--- src/rtl/input_conditioner.sv ---
// rtl/input_conditioner.sv - per-channel synchronize, debounce, edge-detect and auto-repeat
// Every internal value is active-high; INVERT_MASK is applied ahead of the synchronizer.
module input_conditioner #(
   parameter int            N               = 4,
   parameter int            DEBOUNCE_CYCLES = 270000,
   parameter int            REPEAT_DELAY    = 13500000,
   parameter int            REPEAT_PERIOD   = 2700000,
   parameter logic [N-1:0]  INVERT_MASK     = '0,
   parameter logic [N-1:0]  REPEAT_MASK     = '0
) (
   input  logic         clk,
   input  logic         rst_n,
   input  logic [N-1:0] raw_in,
   output logic [N-1:0] level,
   output logic [N-1:0] press,
   output logic [N-1:0] release_pulse,
   output logic [N-1:0] strobe
);

   localparam int CW    = (DEBOUNCE_CYCLES > 0) ? $clog2(DEBOUNCE_CYCLES + 1) : 1;
   localparam int TMAX  = (REPEAT_DELAY > REPEAT_PERIOD) ? REPEAT_DELAY : REPEAT_PERIOD;
   localparam int TW    = (TMAX > 1) ? $clog2(TMAX) : 1;

   localparam logic [CW-1:0] CNT_LAST    = CW'(DEBOUNCE_CYCLES - 1);
   localparam logic [TW-1:0] DELAY_LAST  = TW'(REPEAT_DELAY - 1);
   localparam logic [TW-1:0] PERIOD_LAST = TW'(REPEAT_PERIOD - 1);

   localparam logic [1:0] ST_IDLE   = 2'd0;
   localparam logic [1:0] ST_HOLD   = 2'd1;
   localparam logic [1:0] ST_REPEAT = 2'd2;

   for (genvar i = 0; i < N; i++) begin : g_ch
      logic          s1_q, s1_d;
      logic          s2_q, s2_d;
      logic [CW-1:0] cnt_q, cnt_d;
      logic          level_q, level_d;
      logic          press_q, press_d;
      logic          release_q, release_d;
      logic          strobe_q, strobe_d;
      logic [1:0]    state_q, state_d;
      logic [TW-1:0] timer_q, timer_d;
      logic          repeat_hit;

      always_comb begin
         s1_d       = raw_in[i] ^ INVERT_MASK[i];
         s2_d       = s1_q;
         cnt_d      = cnt_q;
         level_d    = level_q;
         press_d    = 1'b0;
         release_d  = 1'b0;
         state_d    = state_q;
         timer_d    = timer_q;
         repeat_hit = 1'b0;

         // Level only moves after DEBOUNCE_CYCLES consecutive disagreeing samples.
         if (s2_q == level_q) begin
            cnt_d = '0;
         end else if (cnt_q == CNT_LAST) begin
            cnt_d     = '0;
            level_d   = s2_q;
            press_d   = s2_q;
            release_d = ~s2_q;
         end else begin
            cnt_d = cnt_q + 1'b1;
         end

         // Release wins over a coincident repeat expiry.
         if (REPEAT_MASK[i]) begin
            if (release_d) begin
               state_d = ST_IDLE;
               timer_d = '0;
            end else begin
               case (state_q)
                  ST_IDLE: begin
                     if (press_d) begin
                        state_d = ST_HOLD;
                        timer_d = '0;
                     end
                  end
                  ST_HOLD: begin
                     if (timer_q == DELAY_LAST) begin
                        repeat_hit = 1'b1;
                        state_d    = ST_REPEAT;
                        timer_d    = '0;
                     end else begin
                        timer_d = timer_q + 1'b1;
                     end
                  end
                  ST_REPEAT: begin
                     if (timer_q == PERIOD_LAST) begin
                        repeat_hit = 1'b1;
                        timer_d    = '0;
                     end else begin
                        timer_d = timer_q + 1'b1;
                     end
                  end
                  default: begin
                     state_d = ST_IDLE;
                     timer_d = '0;
                  end
               endcase
            end
         end

         strobe_d = press_d | repeat_hit;
      end

      always_ff @(posedge clk or negedge rst_n) begin
         if (!rst_n) begin
            s1_q      <= 1'b0;
            s2_q      <= 1'b0;
            cnt_q     <= '0;
            level_q   <= 1'b0;
            press_q   <= 1'b0;
            release_q <= 1'b0;
            strobe_q  <= 1'b0;
            state_q   <= ST_IDLE;
            timer_q   <= '0;
         end else begin
            s1_q      <= s1_d;
            s2_q      <= s2_d;
            cnt_q     <= cnt_d;
            level_q   <= level_d;
            press_q   <= press_d;
            release_q <= release_d;
            strobe_q  <= strobe_d;
            state_q   <= state_d;
            timer_q   <= timer_d;
         end
      end

      assign level[i]         = level_q;
      assign press[i]         = press_q;
      assign release_pulse[i] = release_q;
      assign strobe[i]        = strobe_q;
   end

endmodule

--- config.mk ---
export PLATFORM = sky130hd
export DESIGN_NAME = input_conditioner
export DESIGN_NICKNAME = d
export VERILOG_FILES = /design/src/rtl/input_conditioner.sv
export SDC_FILE = /design/constraint.sdc
export NUM_CORES = 1
export LEC_CHECK = 0
export CORE_MARGIN = 2
export CORE_UTILIZATION = 40
export DETAILED_ROUTE_END_ITERATION = 6
export GPL_ROUTABILITY_DRIVEN = 1
export HOLD_SLACK_MARGIN = 0.1
export PLACE_DENSITY = 0.65
export SYNTH_ARGS = -nofsm -noshare
export SYNTH_HDL_FRONTEND = slang
export SYNTH_SLANG_ARGS = --single-unit
--- constraint.sdc ---
create_clock -name clk -period 3.8 [get_ports clk]
set_clock_uncertainty 0.2 [all_clocks]
set_input_delay 1.14 -clock clk [delete_from_list [all_inputs] [get_ports clk]]
set_output_delay 1.14 -clock clk [all_outputs]
set_load 0.01 [all_outputs]
=== After elaboration in Yosys (flattened, before gate mapping) ===
Cells that the tools add are included.

* $add $sub $neg: 4
* Equality and inequality tests: 8
* Multiplexer cells: 24
* Bitwise logic cells: 8
* Reductions and logical operators: 4

{| class="wikitable"
|+ Operator list
! operator !! number
|-
| 2-to-1 mux 19 bit || 8
|-
| adder 19 x 1 -> 19 bit (second input constant) || 4
|-
| == test 19 bit (second input constant) || 4
|-
| 2-to-1 mux 1 bit || 16
|-
| NOT 1 bit || 8
|-
| AND reduction 2 bit || 4
|-
| == test 1 bit || 4
|}

* Flip-flop bits (word level): 96
* Input port bits: 6
* Output and inout bits: 16
* Logic and storage cells: 72

=== Logic depth before layout (Yosys ltp) ===
Gate-level depths: netlist of run 1.

* Depth in word-level cells: 3
* Gate-level depth with buffers: 7
* Mapped depth without buffers: 5

=== Worst setup path before layout of run 1 ===
Ideal clock, no wire load.

* Kind: reg-to-reg
* From: reg g_ch[1].cnt_q[0]
* To: reg g_ch[1].cnt_q[18]
* Setup time: 0.077 ns
* Arrival time: 1.753 ns
* Required time: 3.523 ns
* Setup slack: 1.769 ns
* Stages on the path, launching flop included: 6
* Clock period less this slack: 2.031 ns
* Path through: dfrtp_1 > ha_1 > nand3_1 > or4_4 > or3_1 > a21oi_1

* Longest elaborated chain between the ends: 3

{| class="wikitable"
|+ RTL lines
! what !! line !! source
|-
| from (decl) || 35 || <nowiki>logic [CW-1:0] cnt_q, cnt_d;</nowiki>
|-
| from (signal assigned) || 122 || <nowiki>cnt_q <= cnt_d;</nowiki>
|-
| adder 19 x 1 -> 19 bit / == test 19 bit (equally long branches) || 64, 58 ||
|-
| 2-to-1 mux 19 bit (*) || 58 || <nowiki>end else if (cnt_q == CNT_LAST) begin</nowiki>
|-
| 2-to-1 mux 19 bit (*) || 56 || <nowiki>if (s2_q == level_q) begin</nowiki>
|-
| via g_ch[1].cnt_d[18] || 35 ||
|}

The timed path passes the listed nets; every way through them passes the cells marked *.
A chain may end at the register's enable or synchronous reset.

=== Final worst setup path of run 1 ===
* From: reg g_ch[2].level_q
* To: out level[2]

{| class="wikitable"
|+ RTL lines
! what !! line !! source
|-
| from (decl) || 36 || <nowiki>logic level_q, level_d;</nowiki>
|-
| from (signal assigned) || 123 || <nowiki>level_q <= level_d;</nowiki>
|-
| to (decl) || 14 || <nowiki>output logic [N-1:0] level,</nowiki>
|}

No word-level cell between the ends.

==> results of run 1 <==
-- kinds of logic (layout without fill, tap and decap cells) --
| logic type | Yosys count | count (layout) | synth area share |
|---|---|---|---|
| AND/OR/NAND/NOR | 217 | 217 | 0.256 |
| flip-flops | 96 | 96 | 0.521 |
| XOR/XNOR | 61 | 61 | 0.116 |
| buffers and inverters | 36 | 51 | 0.0451 |
| AO/OA/AOI/OAI | 27 | 27 | 0.0380 |
| multiplexers | 5 | 5 | 0.0128 |
| adder cells (fa/ha/maj) | 4 | 4 | 0.0109 |
-- path summary, 6_finish.rpt --
| kind | endpoint | slack (ps) | depth (start not counted) |
|---|---|---|---|
| max in group asynchronous | g_ch[3].cnt_q[0] | 2370 | 2 |
| hold / removal | g_ch[1].s2_q | 150 | 0 |
| setup reg to reg | g_ch[2].cnt_q[5] | 1490 | 4 |
| min in group asynchronous | g_ch[0].cnt_q[9] | 600 | 2 |
| hold reg to reg | g_ch[1].s2_q | 150 | 0 |
| setup / recovery | level[2] | 1080 | 1 |
-- flip-flops by register name, indices dropped and copies added (netlist names) --
signal,flops
g_ch.cnt_q,76
g_ch.level_q,4
g_ch.release_q,4
g_ch.s1_q,4
g_ch.s2_q,4
g_ch.strobe_q,4
-- power groups by stage --
| stage | clock network (mW) | registers [mW] | logic, mW |
|---|---|---|---|
| 6_report | 1.03 | 1.05 | 0.0614 |
| 5_1_grt | 1.10 | 1.05 | 0.0734 |
| 4_1_cts | 1.06 | 1.05 | 0.0647 |
| 3_5_place_dp | 0 | 1.07 | 0.0646 |
| 3_3_place_gp | 0 | 1.07 | 0.0630 |
| 2_1_floorplan | 0 | 1.07 | 0.0303 |
-- cell usage after synthesis, types with 2 or more instances --
library cell  number  area share
nand4_1           25       0.034
o21ai_0            9      0.0098
nor4_1            20       0.027
buf_2              3      0.0033
and3_1             8       0.011
and4_1             4      0.0076
inv_1             12      0.0098
o31ai_1            2      0.0033
nor2_1            73       0.059
or4_4              6       0.015
clkbuf_1           2      0.0016
or4_1              3      0.0049
or3_1             10       0.014
buf_4             18       0.029
a31o_2             2      0.0038
a21oi_1           11       0.012
ha_1               4       0.011
nand2_1           20       0.016
nand3_2            2      0.0043
dfrtp_1           96        0.52
nor3b_1           11       0.018
nor3_1             8      0.0087
xor2_1            20       0.038
xnor2_1           41       0.078
mux2_2             3      0.0073
nand3_1           22       0.024
-- final cells by class --
class                           instances  share of cell area
Multi-Input combinational cell        314               0.384
Clock buffer                            9              0.0433
Inverter                               12             0.00865
Timing Repair Buffer                   23              0.0452
Tap cell                              143              0.0344
Clock inverter                          7              0.0231
Sequential cell                        96               0.462
-- per-layer routing --
metal  up-vias  share of wire  global-route usage
met1      1518           0.49               0.199
met4         0          0.015              0.0486
li1       1566              -                   -
met5         -              0                   0
met3        11          0.029              0.0359
met2        38           0.46               0.219
-- metrics by stage --
stage               instance area, µm²  setup slack [ps]  instances  hold WS, ps
floorplan                         4610              1770        446          131
global placement                  4860              1450        588          133
detailed placement                4860              1450        588          135
CTS                               5200              1070        604          150
global route                      5200              1030        604          159
finish                            5200              1080        604          148
==> impl_metrics.csv, run 1 <==
group,metric,value,unit
cts,cts_tree,"done",
sta,worstMarginPinSlew,884,ps
routing,via_per_inst,5.19,
floorplan,die-height,111,µm
routing,firstDrtPassIters,4,
pwr,p_int,1.70,mW
pwr,seq_power_share,0.491,
finish,drive_above_1_share,0.0781,
yosys,yosysWarnings,0,
yosys,synth_nets,456,
critical_path,crit_chain,"clkdlybuf4s50_1",
pwr,combPwrFrac,0.029,
cts,cts_buffers,9,
floorplan,core-area,11300,µm²
routing,drc,0,
critical_path,endpoint_kind,"output pin",
finish,layout_commonest_cell,"dfrtp_1",
critical_path,critPathSlowestCell,"clkdlybuf4s50_1",
run_status,outcome,"finished clean",
min_path,hp-start,"g_ch[1].s1_q",
finish,antenna_cells,0,
global_routing,grt_pass1_wl,14.6,mm
yosys,ys_types,37,
place,dp_hpwl,5.55,mm
cts,htree_levels,3,
finish,seqCellArea,2400,µm²
routing,via_count,3133,
critical_path,slowest_delay,580,ps
sta,setup_viol,0,
pwr,p_leak,2.08,nW
finish,final_cell_mix,"dfrtp_1, nor2_1, xnor2_1, nand4_1, nand3_1",
finish,fin_util,0.460,
critical_path,path_max_fanout,5,
critical_path,startpoint_type,"flip-flop",
sta,slew_headroom,0.409,
global_routing,overflow,0,
global_routing,antenna_found_initial,0,
floorplan,start_util,0.407,
cts,post_cts_buffers,0,
pwr,p_sw_frac,0.207,
floorplan,dieArea,12400,µm²
yosys,synthCells,446,
critical_path,cp.arrival,1380,ps
routing,first_iter_violations,146,
pwr,fin_total_pwr,2.14,mW
sta,drv_slew,0,
floorplan,ios,22,
finish,nFillCells,1066,
yosys,synth.cell_area,4610,µm²
sta,rsz0062_at_grt,"no",
yosys,avgSynthCellArea,10.3,µm²
global_routing,grt_max_degree,97,
min_path,hold_path_class,"flip-flop to flip-flop",
yosys,postSynth.asyncResetShare,1.00,
cts,clkLatencyLatePin,340,ps
cts,clkSinkCount,96,
pwr,switchingPower,444,µW
sta,finalSetupTns,0,ps
sta,fin_crit,2720,ps
critical_path,crit_required,2460,ps
critical_path,r2r-start,"g_ch[2].cnt_q[8]",
finish,area_growth,13.0,%
pwr,powerDensity,412,nW/µm²
cts,clockRootBuffer,"clkbuf_16",
finish,fin_nets,466,
place,io_buffers,21,
routing,antenna_left,0,
finish,multi_input_area,2000,µm²
critical_path,cp_top_family,"buffers and inverters",
pwr,clkPwrFrac,0.481,
cts,clockBufferDepth,2,
sta,fin_crit_sh,0.716,
yosys,ys_ff_latch,96,
floorplan,die_w,111,µm
cts,postCtsHoldBufs,0,
yosys,synth-seq-area-share,0.521,
global_routing,grt_pass1_vias,3089,
critical_path,cp-startpoint,"g_ch[2].level_q",
global_routing,grt_use_total,0.143,
routing,wl_per_cell,13.7,µm
place,place.gp.congestion,0.796,
cts,cts_resized,0,
critical_path,path_buf_inv,1,
yosys,ys.flop_type,"dfrtp_1",
critical_path,setup.worst_path.class,"flip-flop to output pin",
sta,fmax,367,MHz
floorplan,rows,39,
routing,wirelength,8.25,mm
sta,hold_violations,0,
yosys,synth_edf_count,0,
pwr,vdd_drop_max,0.222,mV
run,max_cap_violations,0,
cts,clkSlewWorstSetupHoldPaths,70,ps
Note: power is estimated with default switching activity, not from simulation.
==> inputs of run 2 (changes only) <==
Settings changed: PLACE_DENSITY 0.65 to 0.67.
Clock period 3.8 ns to 2.4 ns, I/O delays scaled along.
==> impl_metrics.csv, run 2 (synthesis gave the netlist of run 1 again) <==
group,metric,value,unit
sta,finalWorstSetupSlack,129,ps
finish,largest_register,"g_ch.cnt_q",
finish,fin_nets,472,
pwr,combPwrFrac,0.032,
pwr,p_sw_frac,0.211,
pwr,vdd_drop_max,0.491,mV
finish,nFillCells,1067,
run_status,outcome,"finished clean",
pwr,seq_power_share,0.506,
cts,post_cts_buffers,0,
cts,clkLatencyLatePin,350,ps
critical_path,r2r_slack,200,ps
sta,setup_viol,0,
cts,htree_levels,3,
critical_path,crit_required,1480,ps
cts,clockRootBuffer,"clkbuf_16",
critical_path,critPathSlowestCell,"clkdlybuf4s50_1",
sta,drv_slew,0,
cts,cts_resized,0,
run,max_cap_violations,0,
critical_path,r2r_end,"g_ch[1].cnt_q[18]",
critical_path,endpoint_kind,"output pin",
global_routing,grt_pass1_vias,3188,
finish,multi_input_area,2000,µm²
finish,largest_reg_flops,76,
cts,clkSlewWorstSetupHoldPaths,70,ps
critical_path,crit_chain,"clkdlybuf4s50_1",
finish,fin_util,0.463,
routing,via_count,3180,
pwr,clkPwrFrac,0.462,
sta,rsz0062_at_grt,"no",
global_routing,antenna_found_initial,0,
pwr,p_leak,2.11,nW
critical_path,cp_top_family,"buffers and inverters",
sta,worstMarginPinSlew,535,ps
critical_path,startpoint_type,"flip-flop",
sta,slew_headroom,0.640,
global_routing,grt_use_total,0.141,
routing,via_per_inst,5.21,
global_routing,grt_pass1_wl,14.4,mm
routing,wl_per_cell,13.1,µm
routing,drc,0,
sta,finalSetupTns,0,ps
floorplan,dieArea,12400,µm²
finish,finalNonFillerCells,610,
critical_path,r2r_cells,5,
cts,clockBufferDepth,2,
critical_path,path_max_fanout,6,
finish,seqCellArea,2400,µm²
pwr,fin_total_pwr,3.29,mW
place,io_buffers,21,
critical_path,r2r-start,"g_ch[1].cnt_q[0]",
critical_path,slowest_delay,570,ps
place,dp.cells,594,
routing,antenna_left,0,
critical_path,path_buf_inv,1,
pwr,p_int,2.60,mW
place,dp_hpwl,5.50,mm
cts,cts_tree,"done",
floorplan,core-area,11300,µm²
global_routing,grt_max_degree,34,
critical_path,setup.worst_path.class,"flip-flop to output pin",
finish,layout_commonest_cell,"dfrtp_1",
cts,clkSinkCount,96,
sta,hold_violations,0,
floorplan,ios,22,
critical_path,cp.arrival,1350,ps
floorplan,die_w,111,µm
finish,antenna_cells,0,
sta,fin_crit_sh,0.946,
floorplan,rows,39,
cts,postCtsHoldBufs,0,
floorplan,start_util,0.407,
sta,fmax,440,MHz
routing,firstDrtPassIters,4,
routing,first_iter_violations,121,
cts,cts_buffers,9,
pwr,switchingPower,693,µW
sta,fin_crit,2270,ps
finish,drive_above_1_share,0.0878,
global_routing,overflow,0,
pwr,powerDensity,629,nW/µm²
floorplan,die-height,111,µm
finish,final_cell_mix,"dfrtp_1, nor2_1, xnor2_1, nand4_1, nand3_1",
place,place.gp.congestion,0.805,
finish,area_growth,13.6,%
place,pre_cts_slack,229,ps
routing,wirelength,8.00,mm
min_path,hold_path_class,"primary input to async pin",
==> run 2: cell types whose count changed in the layout (fill, tap and decap cells not counted), sizes merged <==
cell / before / now
bufinv: 3 / 2
clkinvlp: 4 / 1
inv: 12 / 14
clkinv: 0 / 1
clkbuf: 9 / 10
buf: 3 / 9
==> run 2: per-layer routing <==
metal,vias up,track usage,wire (µm)
met1,1533,0.175,3850
li1,1587,-,-
met5,-,0,0
met4,0,0.0650,120
met3,9,0.0425,282
met2,51,0.228,3750
==> run 2: worst max-delay path by stage <==
stage	from	to	slack [ps]	cells past startpoint
2_1_floorplan	g_ch[1].cnt_q[0]	g_ch[1].cnt_q[18]	370	5
3_5_place_dp	g_ch[1].cnt_q[0]	g_ch[1].cnt_q[18]	230	5
4_1_cts	g_ch[0].level_q	level[0]	100	1
5_1_grt	g_ch[1].cnt_q[0]	g_ch[1].cnt_q[18]	60	5
3_3_place_gp	g_ch[1].cnt_q[0]	g_ch[1].cnt_q[18]	290	5
6_report	g_ch[0].level_q	level[0]	130	1
==> run 2: cell type report <==
type	count	share of cell area
multi-input combinational	314	0.382
tap	143	0.0342
timing repair buffer	29	0.0559
sequential	96	0.459
clock inverter	6	0.0172
clock buffer	10	0.0437
inverter	12	0.00860
==> run 2: per-stage QoR <==
stage | cell area (µm²) | hold WS, ps
after CTS | 5240 | 132
after detailed placement | 4920 | 135
after global placement | 4920 | 133
after floorplan | 4610 | 131
after global routing | 5240 | 146
final | 5240 | 123
==> run 2: power by group through the flow <==
stage | combinational, mW | sequential [mW] | clock (mW)
2_1_floorplan | 0.0480 | 1.69 | 0
3_3_place_gp | 0.109 | 1.69 | 0
3_5_place_dp | 0.110 | 1.70 | 0
4_1_cts | 0.111 | 1.66 | 1.57
5_1_grt | 0.124 | 1.67 | 1.64
6_report | 0.106 | 1.67 | 1.52
